<file path="src/rtl/pc_sequencer.sv">
// pc_sequencer: registered program-counter sequencer for instruction fetch.
// The next PC comes from increment, PC-relative branch, absolute call or
// return. Return addresses live in a small circular LIFO. When the LIFO is
// full, a further call overwrites the oldest entry. Misuse of the stack
// raises sticky overflow/underflow flags.
module pc_sequencer #(
  parameter int ADDR_W   = 6,
  parameter int DEPTH    = 4,
  parameter int RESET_PC = 0
) (
  input  logic                    clk,
  input  logic                    rst_n,
  input  logic                    stall,
  input  logic                    ret_en,
  input  logic                    call_en,
  input  logic [ADDR_W-1:0]       call_target,
  input  logic                    branch_en,
  input  logic [ADDR_W-1:0]       branch_off,
  input  logic                    clr_flags,
  output logic [ADDR_W-1:0]       pc,
  output logic [$clog2(DEPTH):0]  depth,
  output logic                    stk_overflow,
  output logic                    stk_underflow
);

  // Pointer width: DEPTH is a power of two, so the pointer wraps naturally.
  localparam int PTR_W = (DEPTH > 1) ? $clog2(DEPTH) : 1;
  localparam int CNT_W = $clog2(DEPTH) + 1;
  localparam logic [CNT_W-1:0]  FULL_CNT = CNT_W'(DEPTH);
  localparam logic [ADDR_W-1:0] PC_INIT  = ADDR_W'(RESET_PC);

  logic [ADDR_W-1:0] r_pc;
  logic [CNT_W-1:0]  r_depth;
  logic [PTR_W-1:0]  r_wr_ptr;   // slot the next push writes; top is r_wr_ptr-1
  logic              r_ovf;
  logic              r_unf;
  logic [ADDR_W-1:0] r_stack [DEPTH];

  logic [ADDR_W-1:0] w_pc_inc;
  logic [ADDR_W-1:0] w_pc_next;
  logic [CNT_W-1:0]  w_depth_next;
  logic [PTR_W-1:0]  w_ptr_next;
  logic [PTR_W-1:0]  w_top_ptr;
  logic              w_push;
  logic              w_ovf_set;
  logic              w_unf_set;

  // Next-state selection: stall > ret > call > branch > increment.
  always_comb begin
    w_pc_inc     = r_pc + ADDR_W'(1);
    w_top_ptr    = r_wr_ptr - PTR_W'(1);
    w_pc_next    = r_pc;
    w_depth_next = r_depth;
    w_ptr_next   = r_wr_ptr;
    w_push       = 1'b0;
    w_ovf_set    = 1'b0;
    w_unf_set    = 1'b0;
    if (!stall) begin
      if (ret_en) begin
        if (r_depth != '0) begin
          w_pc_next    = r_stack[w_top_ptr];
          w_depth_next = r_depth - CNT_W'(1);
          w_ptr_next   = w_top_ptr;
        end else begin
          // Empty-stack return: flag it and fall through to the next address.
          w_unf_set = 1'b1;
          w_pc_next = w_pc_inc;
        end
      end else if (call_en) begin
        // A full stack still accepts the push. The circular write overwrites
        // the oldest entry, so depth saturates at DEPTH.
        w_push     = 1'b1;
        w_pc_next  = call_target;
        w_ptr_next = r_wr_ptr + PTR_W'(1);
        if (r_depth == FULL_CNT) begin
          w_ovf_set = 1'b1;
        end else begin
          w_depth_next = r_depth + CNT_W'(1);
        end
      end else if (branch_en) begin
        w_pc_next = r_pc + branch_off;
      end else begin
        w_pc_next = w_pc_inc;
      end
    end
  end

  // PC, depth, pointer and sticky flags; reset discards all stack state.
  always_ff @(posedge clk) begin
    if (!rst_n) begin
      r_pc     <= PC_INIT;
      r_depth  <= '0;
      r_wr_ptr <= '0;
      r_ovf    <= 1'b0;
      r_unf    <= 1'b0;
    end else begin
      r_pc     <= w_pc_next;
      r_depth  <= w_depth_next;
      r_wr_ptr <= w_ptr_next;
      // A new error in the same cycle as a clear request leaves the flag set.
      r_ovf    <= (r_ovf & ~clr_flags) | w_ovf_set;
      r_unf    <= (r_unf & ~clr_flags) | w_unf_set;
    end
  end

  // Return-address storage; contents need no reset because depth gates reads.
  always_ff @(posedge clk) begin
    if (rst_n && w_push) begin
      r_stack[r_wr_ptr] <= w_pc_inc;
    end
  end

  assign pc            = r_pc;
  assign depth         = r_depth;
  assign stk_overflow  = r_ovf;
  assign stk_underflow = r_unf;

endmodule

</file>
<file path="config.mk">
export PLATFORM = sky130hd
export DESIGN_NAME = pc_sequencer
export DESIGN_NICKNAME = d
export VERILOG_FILES = /design/src/rtl/pc_sequencer.sv
export SDC_FILE = /design/constraint.sdc
export NUM_CORES = 1
export LEC_CHECK = 0
export CORE_MARGIN = 2
export CORE_UTILIZATION = 48
export CTS_CLUSTER_DIAMETER = 100
export DETAILED_ROUTE_END_ITERATION = 8
export PLACE_DENSITY_LB_ADDON = 0.08
export SLEW_MARGIN = 15
export SYNTH_ARGS = -nofsm -noshare
export SYNTH_HDL_FRONTEND = slang
export SYNTH_SLANG_ARGS = --single-unit
</file>
<file path="constraint.sdc">
create_clock -name clk -period 2.1 [get_ports clk]
set_input_delay 0.21 -clock clk [delete_from_list [all_inputs] [get_ports clk]]
set_output_delay 0.21 -clock clk [all_outputs]
set_load 0.02 [all_outputs]
</file>
==> flow_summary.yaml, run 1 <==
synthesis:
  synthMostInstantiatedCell: "edfxtp_1"
  synth_warnings: 0
  yosysUniqueCellTypes: 43
  synth_seq_cells: 37
  syn_area_sq_mm: 0.00195
  synthTopCellsByCount: "edfxtp_1, dfxtp_1, inv_1"
  synth_edf_count: 24
  syn_nets: 186
  netlist.top_cell.by_area: "edfxtp_1"
  netlist.area_leader.share_pct: 37.0
  synth_area_leaders: "edfxtp_1, dfxtp_1, mux4_1, ha_1, and2_1"
  avgSynthCellArea_sq_um: 12.6
  ys_async_sr_fraction_pct: 0
  synthCells: 155
  ys.flop_type: "edfxtp_1"
  synth-seq-area-share_pct: 50.4
clocking:
  cts_buffers: 5
  clk_latency_ps: 290
  cts_resized: 0
  clock-sinks: 37
  cts-htree-levels: 2
  cts_root_buf: "clkbuf_8"
  clkTransAtPathRegs_ps: 80
  hold_buffers: 0
  cts_tree: "yes"
  clockBufferDepth: 2
  cts_setup_buffers: 0
sta:
  finalMaxSlewViolations: 0
  setup_viol: 0
  layout_min_cycle_time_ps: 1920
  max_freq_mhz: 520
  finalHoldViolCount: 0
  min_period_over_period_pct: 91.6
  layout_setup_ws_ps: 175
  fin_skew_ps: 5.13
  worst_pin_slew_ps: 487
  relSlewSlack_pct: 67.4
  rsz0062_at_grt: "no"
  fin_setup_tns_ps: 0
placement:
  place.detailed.hpwl_microns: 3140
  portBuffers: 29
  dp_slack_ps: -24.8
  place_congestion: 0.830
  post_dp_cell_area_sq_mm: 0.00234
worst_setup_path:
  crit_path_max_incr_delay_ps: 440
  worstSetupPathType: "flop to flop"
  crit_path_max_fanout: 6
  endpoint_kind: "flop"
  cp_data_required_time_ps: 2330
  rr_worst_depth: 6
  crit_cells: 6
  cp-start-kind: "flop"
  worst_ep_arrival_time_ps: 2160
  critPathBufInv: 0
  path_cells: "ha_1 -> a211oi_1 -> o21bai_1 -> a21oi_1 -> mux2i_1 -> o221a_1"
  critPathSlowestCell: "dfxtp_1"
  cp_top_family: "compound AO/OA/AOI/OAI gates"
routing:
  via_count: 1361
  drtPass1Iterations: 4
  route.met3.wl_microns: 179
  viasPerCell: 5.49
  wl_microns: 4070
  top_layer_used: "met4"
  routedWlPerCell_microns: 16.4
  met1_length_microns: 1900
  drc_errors: 0
  drtAntennaViolNets: 0
  routed-wl-met2_microns: 1940
  first_iter_violations: 65
grt:
  grt_max_degree: 14
  grtUsageTotal_pct: 20.1
  grt_pass1_wl_microns: 6600
  antenna_found_initial: 0
  grt_pass1_vias: 1363
  grt-ovfl-total: 0
hold_path:
  whs_path_depth: 1
  hold_class: "flop to flop"
cells_and_area:
  drive_above_1_share_pct: 10.1
  final_cell_area_sq_mm: 0.00245
  antenna_cells: 0
  fin_nets: 228
  syn_to_final_growth_pct: 26.2
floorplanning:
  fp.dieArea_sq_mm: 0.00458
  dieHeight_microns: 67.7
  io_pins: 30
  dieWidth_microns: 67.7
  initial_utilization_pct: 49.3
  core_sq_mm: 0.00394
  rows: 23
status:
  outcome: "completed"
power_and_ir_drop:
  power.leakage_nw: 0.957
  irDropWorstVdd_mv: 0.570
  powerDensity_mw_per_mm2: 772
job:
  max_cap_viol_count: 0
## registers in the layout (all words and copies together), names as in the netlist
| signal | cells |
|---|---|
| r_wr_ptr | 2 |
| r_stack | 24 |
| stk_overflow | 1 |
| stk_underflow | 1 |
| depth | 3 |
| pc | 6 |
## worst paths after layout
kind / startpoint / to / slack [ps]
max reg2reg: pc[1]$_SDFFE_PN0N_ / pc[5]$_SDFFE_PN0N_ / 180
max: pc[1]$_SDFFE_PN0N_ / pc[5]$_SDFFE_PN0N_ / 180
min: depth[1]$_SDFFE_PN0P_ / depth[1]$_SDFFE_PN0P_ / 580
min reg2reg: depth[1]$_SDFFE_PN0P_ / depth[1]$_SDFFE_PN0P_ / 580
## layout by cell type, fill, tap and decap left out, types with 3 or more instances in the layout
cell type / n
a21o_1: 3
a21oi_1: 8
a221oi_1: 3
a22oi_1: 3
and2_1: 10
buf_4: 10
clkbuf_8: 5
clkdlybuf4s50_1: 29
dfxtp_1: 13
edfxtp_1: 24
ha_1: 10
inv_1: 11
mux4_1: 5
nand2_1: 4
nor2_1: 5
nor3_1: 3
o21ai_0: 8
xnor2_1: 5
xor2_1: 5
## metrics by stage
| stage | hold slack, ps | utilization [%] | power [mW] | cells |
|---|---|---|---|---|
| 2_1_floorplan | 348 | - | 1.14 | 155 |
| 3_3_place_gp | 556 | 59.3 | 1.29 | 240 |
| 3_5_place_dp | 561 | 59.3 | 1.30 | 240 |
| 4_1_cts | 570 | 62.3 | 1.92 | 248 |
| 5_1_grt | 604 | 62.3 | 1.99 | 248 |
| 6_report | 575 | 62.3 | 1.90 | 248 |
## where the power goes
part           switching [mW]  total, mW  internal, mW
Clock                   0.258      0.613         0.355
Sequential             0.0301      0.845         0.815
Combinational           0.216      0.437         0.221
## kinds of logic (layout without fill, tap and decap cells)
kind of cell / count (synthesis) / count (layout) / share of synthesized area, %
adder cells (fa/ha/maj): 12 / 12 / 8.49
AO/OA/AOI/OAI: 39 / 39 / 13.8
buffers and inverters: 15 / 58 / 3.86
XOR/XNOR: 10 / 10 / 4.50
flip-flops: 37 / 37 / 50.4
AND/OR/NAND/NOR: 34 / 34 / 9.97
multiplexers: 8 / 8 / 8.94
## worst reg2reg max path: cells and delay by family, from the launching register on
| family | cells | cell delay [ps] |
|---|---|---|
| mux | 1 | 240 |
| compound gates | 4 | 900 |
| flops | 1 | 440 |
| fa+ha+maj | 1 | 290 |
## layout make-up
type	count	area, sq um
repair buffers	39	365
clock buffers	5	68.8
multi-input cells	103	890
well taps	50	62.6
flip-flops and latches	37	981
fillers	330	1490
clock inverters	3	46.3
inverters	11	41.3
## layer usage
metal / global-route usage, % / vias to the layer above
met1: 25.7 / 663
met2: 34.1 / 27
met4: 6.12 / 0
met3: 4.50 / 6
met5: 0 / -
li1: - / 665
Note: power is estimated with default switching activity, not from simulation.
==> run 2: changes to the inputs <==
ABC_CLOCK_PERIOD_IN_PS = 2100   (was unset)
==> results of run 2 <==
No change in the layout: final DEF, timing and power equal those of run 1.
